### config.mk
export PLATFORM = sky130hd
export DESIGN_NAME = gradient_calc
export DESIGN_NICKNAME = d
export VERILOG_FILES = /design/src/rtl/canny_pkg.sv /design/src/rtl/sobel_kernel.sv /design/src/rtl/gradient_calc.sv
export SDC_FILE = /design/constraint.sdc
export NUM_CORES = 1
export LEC_CHECK = 0
export ABC_AREA = 1
export ABC_CLOCK_PERIOD_IN_PS = 6600
export BUFFER_PORTS_ARGS = -buffer_cell sky130_fd_sc_hd__buf_2
export CELL_PAD_IN_SITES_DETAIL_PLACEMENT = 0
export CELL_PAD_IN_SITES_GLOBAL_PLACEMENT = 1
export CORE_UTILIZATION = 45
export CTS_CLUSTER_DIAMETER = 200
export DETAILED_ROUTE_END_ITERATION = 7
export PLACE_DENSITY = 0.87
export SETUP_SLACK_MARGIN = 0.05
export SLEW_MARGIN = 20
export SYNTH_ARGS = -nofsm -noshare
export SYNTH_HDL_FRONTEND = slang
export SYNTH_SLANG_ARGS = --single-unit
### constraint.sdc
create_clock -name clk -period 6.6 [get_ports clk]
set_input_delay 1.32 -clock clk [delete_from_list [all_inputs] [get_ports clk]]
set_output_delay 1.32 -clock clk [all_outputs]
set_load 0.01 [all_outputs]
### src/rtl/canny_pkg.sv
// Shared types and constants for the Canny edge pipeline.
// Direction quantisation uses tan(22.5deg) ~ 53/128 and tan(67.5deg) ~ 309/128.
package canny_pkg;

   localparam int DEF_DATA_W    = 8;
   localparam int DEF_MAG_W     = 11;

   localparam int TAN22_NUM     = 53;
   localparam int TAN67_NUM     = 309;
   localparam int TAN_DEN_SHIFT = 7;

   typedef enum logic [1:0] {
      DIR_0   = 2'd0,
      DIR_45  = 2'd1,
      DIR_90  = 2'd2,
      DIR_135 = 2'd3
   } dir_e;

   function automatic logic [7:0] sat8(input logic [15:0] i_val);
      return (i_val > 16'd255) ? 8'hFF : i_val[7:0];
   endfunction

endpackage

### src/rtl/sobel_kernel.sv
// Combinational 3x3 Sobel operator; pixel k = row*3+col, row 0 is the top line.
// Outputs are signed and span +/-(4*(2^DATA_W-1)).
module sobel_kernel
   import canny_pkg::*;
#(
   parameter int DATA_W = DEF_DATA_W
)(
   input  logic [9*DATA_W-1:0]      i_window,
   output logic signed [DATA_W+2:0] o_gx,
   output logic signed [DATA_W+2:0] o_gy
);

   localparam int GW = DATA_W + 3;

   logic signed [GW-1:0] w_p [9];

   always_comb begin
      for (int k = 0; k < 9; k++) begin
         w_p[k] = signed'({3'b000, i_window[k*DATA_W +: DATA_W]});
      end
   end

   // Partial sums peak at 4*max_pixel, which still fits the signed GW range.
   assign o_gx = (w_p[2] + (w_p[5] <<< 1) + w_p[8]) - (w_p[0] + (w_p[3] <<< 1) + w_p[6]);
   assign o_gy = (w_p[6] + (w_p[7] <<< 1) + w_p[8]) - (w_p[0] + (w_p[1] <<< 1) + w_p[2]);

endmodule

### src/rtl/gradient_calc.sv
// Two-stage Sobel gradient: stage 1 registers |Gx|,|Gy| and signs, stage 2 magnitude/direction.
// Define GRAD_XY_OUT_EN to drive the saturated |Gx|/|Gy| debug outputs and pixel_xy_valid.
module gradient_calc
   import canny_pkg::*;
#(
   parameter int DATA_W = DEF_DATA_W,
   parameter int MAG_W  = DEF_MAG_W
)(
   input  logic                clk,
   input  logic                rstN,
   input  logic [9*DATA_W-1:0] gradient_data_in,
   input  logic                gradient_data_in_valid,
   output logic [MAG_W-1:0]    gradient_magnitude,
   output logic [1:0]          gradient_direction,
   output logic                gradient_out_valid,
   output logic [DATA_W-1:0]   pixel_out,
   output logic [DATA_W-1:0]   pixel_out_x,
   output logic [DATA_W-1:0]   pixel_out_y,
   output logic                pixel_xy_valid
);

   localparam int GW = DATA_W + 3;
   localparam int AW = DATA_W + 2;
   localparam int CW = AW + 10;

   logic signed [GW-1:0] w_gx;
   logic signed [GW-1:0] w_gy;
   logic [AW-1:0]        w_abs_gx;
   logic [AW-1:0]        w_abs_gy;
   logic [AW-1:0]        r_abs_gx;
   logic [AW-1:0]        r_abs_gy;
   logic                 r_sign_gx;
   logic                 r_sign_gy;
   logic                 r_s1_valid;
   logic [CW-1:0]        w_gy_scaled;
   logic [CW-1:0]        w_gx_tan22;
   logic [CW-1:0]        w_gx_tan67;
   logic [MAG_W-1:0]     w_mag;
   dir_e                 w_dir;

   sobel_kernel #(.DATA_W(DATA_W)) u_sobel (
      .i_window (gradient_data_in),
      .o_gx     (w_gx),
      .o_gy     (w_gy)
   );

   assign w_abs_gx = w_gx[GW-1] ? AW'(-w_gx) : AW'(w_gx);
   assign w_abs_gy = w_gy[GW-1] ? AW'(-w_gy) : AW'(w_gy);

   always_ff @(posedge clk or negedge rstN) begin
      if (!rstN) begin
         r_s1_valid <= 1'b0;
         r_abs_gx   <= '0;
         r_abs_gy   <= '0;
         r_sign_gx  <= 1'b0;
         r_sign_gy  <= 1'b0;
      end else begin
         r_s1_valid <= gradient_data_in_valid;
         if (gradient_data_in_valid) begin
            r_abs_gx  <= w_abs_gx;
            r_abs_gy  <= w_abs_gy;
            r_sign_gx <= w_gx[GW-1];
            r_sign_gy <= w_gy[GW-1];
         end
      end
   end

   // Angle bins by cross-multiplication: compare 128*|Gy| against tan*128*|Gx|.
   assign w_gy_scaled = CW'(r_abs_gy) << TAN_DEN_SHIFT;
   assign w_gx_tan22  = CW'(r_abs_gx) * CW'(TAN22_NUM);
   assign w_gx_tan67  = CW'(r_abs_gx) * CW'(TAN67_NUM);
   assign w_mag       = MAG_W'(r_abs_gx) + MAG_W'(r_abs_gy);

   always_comb begin
      if (w_gy_scaled <= w_gx_tan22) begin
         w_dir = DIR_0;
      end else if (w_gy_scaled >= w_gx_tan67) begin
         w_dir = DIR_90;
      end else if (r_sign_gx == r_sign_gy) begin
         w_dir = DIR_45;
      end else begin
         w_dir = DIR_135;
      end
   end

   always_ff @(posedge clk or negedge rstN) begin
      if (!rstN) begin
         gradient_out_valid <= 1'b0;
         gradient_magnitude <= '0;
         gradient_direction <= 2'd0;
         pixel_out          <= '0;
      end else begin
         gradient_out_valid <= r_s1_valid;
         if (r_s1_valid) begin
            gradient_magnitude <= w_mag;
            gradient_direction <= w_dir;
            pixel_out          <= DATA_W'(sat8(16'(w_mag)));
         end
      end
   end

`ifdef GRAD_XY_OUT_EN
   logic [DATA_W-1:0] r_pix_x;
   logic [DATA_W-1:0] r_pix_y;

   always_ff @(posedge clk or negedge rstN) begin
      if (!rstN) begin
         r_pix_x <= '0;
         r_pix_y <= '0;
      end else if (gradient_data_in_valid) begin
         r_pix_x <= DATA_W'(sat8(16'(w_abs_gx)));
         r_pix_y <= DATA_W'(sat8(16'(w_abs_gy)));
      end
   end

   assign pixel_out_x    = r_pix_x;
   assign pixel_out_y    = r_pix_y;
   assign pixel_xy_valid = r_s1_valid;
`else
   assign pixel_out_x    = '0;
   assign pixel_out_y    = '0;
   assign pixel_xy_valid = 1'b0;
`endif

endmodule

=== Yosys cells after proc, flatten, opt, wreduce, memory -nomap -nowiden ===
Cells that the tools add are included.
Widths: inputs -> output; s select.

* $add $sub $neg: 13
* Multipliers: 2
* Order comparisons: 3
* Equal/unequal tests: 1
* Multiplexer cells: 6

{| class="wikitable"
|+ Operators with widths
! cell !! number
|-
| $add 8x9->10 || 4
|-
| $add 11x9->11 || 3
|-
| $sub 11x11->11 || 2
|-
| $mux 10 || 2
|-
| $neg 10->10 || 2
|-
| $ge 17x19->1 || 1
|-
| $mul 10x9->19 const B || 1
|-
| $le 17x16->1 || 1
|-
| $mul 10x6->16 const B || 1
|-
| $add 10x10->11 || 1
|-
| $add 10x8->11 || 1
|-
| $gt 11x8->1 const B || 1
|-
| $mux 8 || 1
|-
| $mux 2 || 3
|-
| $eq 1x1->1 || 1
|}

* Bits in registers: 45
* Input port bits: 75
* Output and inout port bits: 39

=== Longest topological paths before layout ===
Gate-level depths: netlist (run 1).

* Depth after elaboration: 5
* Mapped depth: 29

=== By module ===
Synthesis (run 1) repeated with hierarchy kept, for this count alone.

* Cell total of the unflattened synthesis: 1078
* Area, all modules: 8369.3 um^2

{| class="wikitable"
|+ By module, submodules not included
! module !! instances !! cells each !! area an instance (um^2) !! seq. area each (um^2)
|-
| gradient_calc || 1 || 722 || 5739.3 || 1126.1
|-
| sobel_kernel || 1 || 356 || 2630.0 || 0.0
|}

=== Worst setup path before layout (run 1) ===
No wires, ideal clock.

* Path type: in2reg
* Start: input gradient_data_in[1]
* End: register r_abs_gx[9]
* Arrival time: 4.972 ns
* Required time: 6.483 ns
* Setup slack: 1.511 ns
* Stages on the path: 21
* Buffers on the path: 1
* Cell sequence: ha_1 inv_1 fa_1 o21ai_0 a21oi_1 o21ai_0 xnor2_1 inv_1 fa_1 fa_1 inv_1 ha_1 inv_2 o21ai_1 a31oi_1 nand4_2 nand2_4 buf_6 nand3_1 nand3_1 nand2_1

* Cells in the longest elaborated chain, start to end: 5

{| class="wikitable"
|+ RTL lines
! item !! line !! RTL
|-
| start, declared || gradient_calc.sv:11 || <nowiki>input logic [9*DATA_W-1:0] gradient_data_in,</nowiki>
|-
| $add 8x9->10 (*) || sobel_kernel.sv:24 || <nowiki>assign o_gx = (w_p[2] + (w_p[5] <<< 1) + w_p[8]) - (w_p[0] + (w_p[3] <<< 1) + w_p[6]);</nowiki>
|-
| $add 11x9->11 (*) || sobel_kernel.sv:24 ||
|-
| $sub 11x11->11 (*) || sobel_kernel.sv:24 ||
|-
| $neg 10->10 || gradient_calc.sv:47 || <nowiki>assign w_abs_gx = w_gx[GW-1] ? AW'(-w_gx) : AW'(w_gx);</nowiki>
|-
| $mux 10 (*) || gradient_calc.sv:47 ||
|-
| end signal, assigned || gradient_calc.sv:60 || <nowiki>r_abs_gx <= w_abs_gx;</nowiki>
|-
| end, declared || gradient_calc.sv:30 || <nowiki>logic [AW-1:0] r_abs_gx;</nowiki>
|}

Every way passes the cells marked *; elsewhere a longest branch is shown, timed or not.
A chain may end at the register's enable or synchronous reset.

=== Worst setup path after layout (run 1) ===
* Start: input gradient_data_in[1]
* End: register r_abs_gx[7]

Same word-level chain as after synthesis.

==> implementation parameters, run 1 <==
Parameter                              Value

Outcome
  Outcome    complete, no violations

STA
  Setup total negative slack    0 ps
  Minimum period implied by the final worst setup slack    5390 ps
  Worst-case headroom to the max-slew limit    0.531
  Endpoints failing setup    0
  Worst hold margin    478 ps
  Number of hold violations in the final report    0
  Achievable Freq    186 MHz
  Final Skew    4.02 ps
  Worst-margin pin slew    703 ps
  RSZ-0062 raised after global routing    no
  Final slew viol count    0
  Share of the clock period used by the worst path    0.816

Drt
  Post-detailed-route wirelength per cell    12.8 um
  Initial drt markers    354
  DRC Markers    0
  Number of iterations in the first detailed-routing pass    5
  Via density    4.87
  Final routed wirelength across all metal layers    19.4 mm
  Residual antenna-violating net count after detailed routing    0
  Vias after detailed routing    7403

Clocking
  CTS tree    built
  Clock tree root buffer cell    clkbuf_16
  Post-cts sizing count    0
  Max Buffers Root-to-Sink    2
  Maximum level of the CTS H-tree    2
  Clock latency reported for the late side of the worst-skew pair    290 ps
  Hold bufs inserted after CTS    0
  Clock-pin slew of the registers on the worst-case setup and hold paths    60 ps
  Sink count of the clock tree    45
  Number of buffers created by CTS    5
  Post-CTS setup-driven buffer insertion count    0

Global route
  Pin count of the biggest net entering global routing    46
  Total track usage    0.208
  Wire length of the first global-routing pass    33.7 mm
  Initial antenna violation count    3
  Global route total overflow    0
  Number of global-route vias before repair    7339

Die
  Chip width    142 um
  Number of placement rows    50
  Floorplan die height    142 um
  Effective utilization at floorplan    0.466
  Core Area    0.0190 mm2
  Die area    0.0203 mm2
  Total I/O pin count    114

Layout
  Most common cell after layout, fill and taps aside    inv_1
  Ratio of cells with drive above 1 in the final layout    0.103
  Synthesis-to-layout area growth    9.17%
  Post-route design area    0.00968 mm2
  Commonest non-fill, non-tap cells in the layout    inv_1 (246), nand2_1 (229), ha_1 (155), buf_2 (88), nand3_1 (82)
  Layout Cells excl Fill    1520
  Number of nets in the finished design    1562

Yosys
  Proportion of synthesized flip-flops having asynchronous set or reset    1.00
  Number of standard cells after synthesis    1172
  Flip-flop and latch count after synthesis    45
  Mean area per synthesized cell    7.56 um2
  Cell Area, Synth    0.00886 mm2
  Yosys warning count    0
  Number of enable-type register cells in the synthesized netlist    0
  Register area share after synthesis    0.127
  Library cells used by synthesis    43
  Top flip-flop cell by instance count after synthesis    dfrtp_1

Place
  Dpl cell area    0.00951 mm2
  Post-DP HPWL    17.1 mm
  Count of buffers inserted at the top-level ports    88
  Routability cong.    0.872
  Cells after DPL    1509

Hold path
  Hold Path Stages    1
  Class of the worst hold path    flop to flop

Setup path
  Worst setup EP type    flop
  Crit start category    primary input
  CP Buf/Inv Count    5
  Crit-path cells    buf_2 -> ha_1 -> inv_1 -> fa_1 -> o21ai_0 -> a21oi_1 -> o21ai_0 -> xnor2_1 -> inv_1 -> fa_1 -> fa_1 -> inv_1 -> ha_1 -> inv_2 -> o21ai_1 -> a31oi_1 -> nand4_2 -> nand2_4 -> nand4_1 -> nand3_1 -> nand2_1
  Data required time at the worst endpoint    6780 ps
  Logic depth of the worst path, buffers included    21
  Maximum single-stage delay on the critical path    510 ps
  Arrival time of the worst setup path    5560 ps
  Worst Path Class, Setup    primary input to flop
  Largest fanout on the critical path    16
  Top Family by Delay on Critical Path    adder cells
  Crit path max-delay cell type    fa_1
  Number of cells on the worst reg-to-reg path    29

Job
  Max capacitance violation total    0
-- worst paths after layout --
check / slack [ps] / to / startpoint
hold reg to reg: 480 / gradient_magnitude[4] / gradient_magnitude[4]
hold / removal: 480 / gradient_magnitude[4] / gradient_magnitude[4]
setup reg to reg: 1320 / gradient_direction[1] / r_abs_gx[9]
max in group asynchronous: 5210 / r_abs_gx[3] / rstN
setup / recovery: 1210 / r_abs_gx[7] / gradient_data_in[1]
min in group asynchronous: 910 / gradient_direction[0] / rstN
-- kinds of logic after synthesis --
kind of cell | count (synthesis) | share of synthesized area
compound gates | 129 | 0.0857
xor+xnor | 57 | 0.0580
fa+ha+maj | 230 | 0.388
buf+inv | 282 | 0.129
flops | 45 | 0.127
other cells | 1 | 0.000423
simple gates | 428 | 0.212
-- through the flow --
step,setup slack (ps),util
floorplan,1510,-
global placement,926,0.500
detailed placement,917,0.500
CTS,1210,0.508
global route,727,0.509
finish,1210,0.509
-- flip-flops by register name, indices dropped and copies added (netlist names) --
signal / count
gradient_magnitude: 11
r_abs_gx: 10
r_sign_gy: 1
pixel_out: 8
gradient_out_valid: 1
r_abs_gy: 10
r_sign_gx: 1
r_s1_valid: 1
gradient_direction: 2
-- per-layer routing --
layer  vias up  share of wire  global-route usage
li1       3868              -                   -
met1      3395           0.46               0.261
met2       119           0.50               0.387
met3        19          0.031              0.0212
met4         2          0.012              0.0357
met5         -        0.00051                   0
-- synth_stat cells, types with 2 or more instances --
cell,number,share of area
a21boi_0,2,0.0017
clkbuf_1,6,0.0025
xor2_1,32,0.032
dfrtp_1,45,0.13
o21ai_0,22,0.012
a31oi_1,10,0.0071
inv_2,6,0.0025
o21a_1,4,0.0034
nand3_1,82,0.046
xnor2_2,2,0.0037
o21ai_1,8,0.0045
nand2_1,229,0.097
fa_1,75,0.17
nand2_4,2,0.0025
clkinv_1,3,0.0013
xnor2_1,23,0.023
ha_1,155,0.22
a21oi_1,50,0.028
buf_6,2,0.0025
o211ai_1,3,0.0025
nor3_2,2,0.0023
nor2_1,66,0.028
nand4_2,2,0.0028
o22ai_1,2,0.0014
nor3_1,10,0.0056
nand4_1,17,0.012
nor2_2,3,0.0021
nand2_2,6,0.0042
o21bai_1,11,0.0093
nand3_2,3,0.0034
a21oi_2,4,0.0040
buf_4,18,0.015
a21o_1,11,0.0093
inv_1,246,0.10
or2_2,2,0.0014
-- area by class of cell --
type,instances,area (um2)
Tap cell,260,325
Clock buffer,5,125
Clock inverter,3,22.5
Sequential cell,45,1130
Fill cell,1965,9340
Antenna cell,2,5.00
Timing Repair Buffer,89,460
Inverter,255,957
Multi-Input combinational cell,861,6660
Power of run 1 is not shown: default switching activity piles up to over one toggle a cycle in this logic, so the estimate is an artifact.
==> run 2: changes to the inputs <==
- ABC_CLOCK_PERIOD_IN_PS: 6600 -> 4750
- CORE_UTILIZATION: 45 -> 40
- PLACE_DENSITY: 0.87 -> 0.82
- clock period: 6.6 -> 4.75 ns (I/O delays scaled with it)
==> implementation parameters, run 2 (same netlist as run 1, synthesis figures left out) <==
Parameter                              Value

STA
  Post-layout worst setup margin    156 ps (was 1210 ps)
  Worst-case headroom to the max-slew limit    0.543 (was 0.531)
  Endpoints failing setup    0 (unchanged)
  Setup total negative slack    0 ps (unchanged)
  Final slew viol count    0 (unchanged)
  Achievable Freq    218 MHz
  RSZ-0062 raised after global routing    yes (was no)
  Worst-margin pin slew    685 ps (was 703 ps)
  Minimum period implied by the final worst setup slack    4590 ps
  Share of the clock period used by the worst path    0.967
  Final Skew    9.07 ps (was 4.02 ps)
  Number of hold violations in the final report    0 (unchanged)

Clocking
  CTS tree    built (unchanged)
  Maximum level of the CTS H-tree    2 (unchanged)
  Clock latency reported for the late side of the worst-skew pair    290 ps (about the same)
  Clock tree root buffer cell    clkbuf_16 (unchanged)
  Sink count of the clock tree    45 (unchanged)
  Hold bufs inserted after CTS    0 (unchanged)
  Number of buffers created by CTS    5 (unchanged)
  Clock-pin slew of the registers on the worst-case setup and hold paths    60 ps (about the same)
  Max Buffers Root-to-Sink    2 (unchanged)

Drt
  DRC Markers    0 (unchanged)
  Number of iterations in the first detailed-routing pass    5 (unchanged)
  Vias after detailed routing    7787 (was 7403)
  Post-detailed-route wirelength per cell    13.1 um (was 12.8 um)
  Final routed wirelength across all metal layers    21.5 mm (was 19.4 mm)
  Initial drt markers    240 (was 354)
  Via density    4.75 (was 4.87)
  Residual antenna-violating net count after detailed routing    0 (unchanged)

Setup path
  Maximum single-stage delay on the critical path    510 ps (about the same)
  Crit start category    flop (was primary input)
  Data required time at the worst endpoint    4980 ps (was 6780 ps)
  Worst Path Class, Setup    flop to flop (was primary input to flop)
  Largest fanout on the critical path    5 (was 16)
  Worst setup EP type    flop (unchanged)
  Crit path max-delay cell type    fa_1 (unchanged)
  Arrival time of the worst setup path    4830 ps (was 5560 ps)
  Cell with the most instances on the worst path    nand2_1

Global route
  Initial antenna violation count    1 (was 3)
  Global route total overflow    0 (unchanged)
  Total track usage    0.193 (was 0.208)
  Number of global-route vias before repair    7697 (was 7339)
  Wire length of the first global-routing pass    34.9 mm (was 33.7 mm)
  Pin count of the biggest net entering global routing    46 (unchanged)

Place
  Count of buffers inserted at the top-level ports    88 (unchanged)
  Dpl cell area    0.0102 mm2 (was 0.00951 mm2)
  Routability cong.    0.883 (was 0.872)
  Post-DP HPWL    18.5 mm (was 17.1 mm)
  Worst setup slack after placement    -400 ps (was 917 ps)

Layout
  Register with the most flip-flops    gradient_magnitude (unchanged)
  Commonest non-fill, non-tap cells in the layout    inv_1 (242), nand2_1 (222), ha_1 (128), buf_4 (98), buf_2 (87) (was inv_1 (246), nand2_1 (229), ha_1 (155), buf_2 (88), nand3_1 (82))
  Largest registers in the final layout    gradient_magnitude x11, r_abs_gx x10, r_abs_gy x10 (unchanged)
  Most common cell after layout, fill and taps aside    inv_1 (unchanged)
  Ratio of cells with drive above 1 in the final layout    0.226 (was 0.103)
  Post-route design area    0.0110 mm2 (was 0.00968 mm2)
  Number of nets in the finished design    1662 (was 1562)
  Synthesis-to-layout area growth    24.5% (was 9.17%)
  Flip-flop count of the largest register, all copies and words added    11 (unchanged)
  Post-route core utilization    0.507 (was 0.509)
  Inserted Diodes    0 (was 2)

Die
  Chip width    151 um (was 142 um)
  Core Area    0.0218 mm2 (was 0.0190 mm2)
  Floorplan die height    151 um (was 142 um)
  Total I/O pin count    114 (unchanged)
  Effective utilization at floorplan    0.407 (was 0.466)
  Number of placement rows    54 (was 50)
  Die area    0.0228 mm2 (was 0.0203 mm2)

Hold path
  Class of the worst hold path    flop to flop (unchanged)

Outcome
  Outcome    complete, no violations (unchanged)

Job
  Max capacitance violation total    0 (unchanged)
## run 2: layer usage
metal / GRT usage / wire, um
met1: 0.237 / 9310
met3: 0.0220 / 812
met5: 0 / 13
met4: 0.0500 / 478
met2: 0.356 / 10900
## run 2: path summary, 6_finish.rpt
| check | end | from | slack [ps] | depth (start not counted) |
|---|---|---|---|---|
| max reg2reg | gradient_direction[1] | r_abs_gx[4] | 160 | 28 |
| min in group asynchronous | gradient_magnitude[1] | rstN | 630 | 1 |
| max | gradient_direction[1] | r_abs_gx[4] | 160 | 28 |
| min | gradient_direction[1] | gradient_direction[1] | 470 | 2 |
| max in group asynchronous | r_abs_gx[6] | rstN | 3680 | 1 |
| min reg2reg | gradient_direction[1] | gradient_direction[1] | 470 | 2 |
## run 2: critical path: cells and delay by family (launching register included)
| family | cells | cell delay, ps |
|---|---|---|
| flip-flops | 1 | 490 |
| buffers and inverters | 8 | 620 |
| AND/OR/NAND/NOR | 10 | 980 |
| AO/OA/AOI/OAI | 4 | 510 |
| adder cells (fa/ha/maj) | 5 | 1760 |
| XOR/XNOR | 1 | 140 |
## run 2: final cells by class
cell class              instances  area [um2]
well taps                     280         350
inverters                     255         960
clock buffers                   6         129
fillers                      2159       10700
repair buffers                187        1190
clock inverters                 2        38.8
flip-flops and latches         45        1130
multi-input cells             863        7240
## run 2: repair_timing
item                                    CTS  global route
endpoints found under the setup margin   21            21
resized for setup                        21            83
pin swaps                                11            55
buffers inserted                          5             6
cloned                                    0             2
## run 2: metrics by stage
stage	hold slack (ps)	cells
4_1_cts	482	1630
2_1_floorplan	429	1188
6_report	474	1638
3_5_place_dp	468	1617
5_1_grt	511	1638
3_3_place_gp	460	1617
Power of run 2 is left out for the same reason.
==> run 3: changes to the inputs <==
- CORE_UTILIZATION: 40 -> 41
- CTS_BUF_LIST: not set -> sky130_fd_sc_hd__clkbuf_8
- PLACE_DENSITY: 0.82 -> 0.84
- RECOVER_POWER: not set -> 25
==> implementation parameters, run 3 (same netlist as run 1, synthesis figures left out) <==
Parameter                              Value

STA
  Minimum period implied by the final worst setup slack    4680 ps (was 4590 ps)
  Worst-margin pin slew    1730 ps (was 685 ps)
  Endpoints failing setup    0 (unchanged)
  Share of the clock period used by the worst path    0.985 (was 0.967)
  Number of hold violations in the final report    0 (unchanged)
  Final Skew    18.3 ps (was 9.07 ps)
  Achievable Freq    214 MHz (was 218 MHz)
  Worst-case headroom to the max-slew limit    -0.152 (was 0.543)
  RSZ-0062 raised after global routing    yes (unchanged)
  Post-layout worst setup margin    71.1 ps (was 156 ps)
  Final slew viol count    35 (was 0)

Global route
  Total track usage    0.199 (was 0.193)
  Global route total overflow    0 (unchanged)
  Number of global-route vias before repair    7845 (was 7697)
  Pin count of the biggest net entering global routing    46 (unchanged)
  Wire length of the first global-routing pass    35.5 mm (was 34.9 mm)
  Initial antenna violation count    1 (unchanged)

Die
  Floorplan die height    149 um (was 151 um)
  Effective utilization at floorplan    0.420 (was 0.407)
  Chip width    149 um (was 151 um)
  Total I/O pin count    114 (unchanged)
  Number of placement rows    53 (was 54)
  Core Area    0.0211 mm2 (was 0.0218 mm2)
  Die area    0.0222 mm2 (was 0.0228 mm2)

Clocking
  Number of buffers created by CTS    5 (unchanged)
  Clock latency reported for the late side of the worst-skew pair    310 ps (was 290 ps)
  Maximum level of the CTS H-tree    2 (unchanged)
  CTS tree    built (unchanged)
  Max Buffers Root-to-Sink    2 (unchanged)
  Clock-pin slew of the registers on the worst-case setup and hold paths    90 ps (was 60 ps)
  Sink count of the clock tree    45 (unchanged)
  Clock tree root buffer cell    clkbuf_8 (was clkbuf_16)
  Hold bufs inserted after CTS    0 (unchanged)

Setup path
  Crit start category    flop (unchanged)
  Worst Path Class, Setup    flop to flop (unchanged)
  Data required time at the worst endpoint    4960 ps (was 4980 ps)
  Largest fanout on the critical path    5 (unchanged)
  Arrival time of the worst setup path    4890 ps (was 4830 ps)
  Worst setup EP type    flop (unchanged)

Drt
  Initial drt markers    340 (was 240)
  Final routed wirelength across all metal layers    21.8 mm (was 21.5 mm)
  Vias after detailed routing    7917 (was 7787)
  Wire length on met2    10.8 mm (was 10.9 mm)
  Sum of routed wire segments on met1    9.52 mm (was 9.31 mm)
  Via density    4.83 (was 4.75)
  Post-detailed-route wirelength per cell    13.3 um (was 13.1 um)
  Residual antenna-violating net count after detailed routing    0 (unchanged)
  DRC Markers    0 (unchanged)
  Top layer in use    met5 (unchanged)
  DR WL met3    731 um (was 812 um)
  Number of iterations in the first detailed-routing pass    4 (was 5)

Place
  Post-DP HPWL    18.7 mm (was 18.5 mm)
  Worst setup slack after placement    -475 ps (was -400 ps)
  Count of buffers inserted at the top-level ports    88 (unchanged)
  Routability cong.    0.853 (was 0.883)

Layout
  Largest registers in the final layout    gradient_magnitude x11, r_abs_gx x10, r_abs_gy x10 (unchanged)
  Register with the most flip-flops    gradient_magnitude (unchanged)
  Commonest non-fill, non-tap cells in the layout    inv_1 (241), nand2_1 (220), ha_1 (123), buf_4 (99), buf_2 (87) (was inv_1 (242), nand2_1 (222), ha_1 (128), buf_4 (98), buf_2 (87))
  Number of fillers in the final layout    2104 (was 2159)
  Most common cell after layout, fill and taps aside    inv_1 (unchanged)
  Flip-flop count of the largest register, all copies and words added    11 (unchanged)
  Inserted Diodes    0 (unchanged)
  Synthesis-to-layout area growth    24.5% (about the same)
  Number of nets in the finished design    1669 (was 1662)
  Ratio of cells with drive above 1 in the final layout    0.236 (was 0.226)

Outcome
  Outcome    complete, but fails checks (was complete, no violations)
  Violated checks    max-capacitance violations, max-slew violations

Job
  Max capacitance violation total    1 (was 0)

Hold path
  Class of the worst hold path    flop to flop (unchanged)
run 3: cell types whose count changed in the layout (fill, tap and decap cells not counted), sizes merged:
cell | previous run | this run
clkbuf | 6 | 7
inv | 252 | 253
buf | 187 | 192
run 3: repair_timing:
| action | in CTS | in global routing |
|---|---|---|
| setup buffers | 2 | 16 |
| pin swaps | 5 | 67 |
| gates cloned | 1 | 1 |
| setup endpoints to repair | 21 | 22 |
| endpoints found under the hold margin | 0 | 0 |
| gates resized for setup | 17 | 96 |
run 3: metal layers:
metal | global-route usage | up-vias
met2 | 0.363 | 148
li1 | - | 4079
met1 | 0.242 | 3641
met4 | 0.0684 | 2
met3 | 0.0211 | 47
met5 | 0 | -
run 3: metrics by stage:
stage	area [um2]	utilization	hold slack (ps)	instances	setup TNS, ps
3_3_place_gp	10200	0.483	459	1611	-6700
6_report	11000	0.523	477	1640	0
4_1_cts	10400	0.492	484	1622	0
3_5_place_dp	10200	0.483	463	1611	-8050
5_1_grt	11000	0.523	504	1640	-327
2_1_floorplan	8920	-	429	1188	0
run 3: worst max-delay path, cell delays in order (launching register included):
cell	delay (ps)
dfrtp_2	500
buf_6	150
ha_4	220
fa_1	490
inv_1	50
fa_1	490
inv_2	50
ha_4	260
buf_4	110
nand2_1	70
nor3_2	150
nand2_1	70
o211ai_1	120
nand2_1	90
nand2_1	90
a21oi_2	60
xor2_1	140
ha_1	340
buf_4	150
a21oi_2	110
nor3_1	60
nor3_1	270
o211ai_1	160
o22ai_2	180
nor2_2	70
nand2_1	70
nand2_1	40
run 3: area by class of cell:
class	count	area, um2	area share
timing repair buffer	194	1250	0.114
sequential	45	1130	0.102
clock inverter	3	42.5	0.00385
multi-input combinational	863	7240	0.656
inverter	255	957	0.0867
clock buffer	5	68.8	0.00624
tap	275	344	0.0312
run 3: path summary, 6_finish.rpt:
| kind | startpoint | endpoint | slack (ps) | cells past startpoint |
|---|---|---|---|---|
| min | gradient_magnitude[4] | gradient_magnitude[4] | 480 | 1 |
| max reg2reg | r_abs_gx[6] | gradient_direction[1] | 70 | 26 |
| max in group asynchronous | rstN | r_abs_gx[4] | 1980 | 2 |
| max | r_abs_gx[6] | gradient_direction[1] | 70 | 26 |
| min in group asynchronous | rstN | pixel_out[5] | 610 | 1 |
| min reg2reg | gradient_magnitude[4] | gradient_magnitude[4] | 480 | 1 |
Power of run 3 is left out for the same reason.
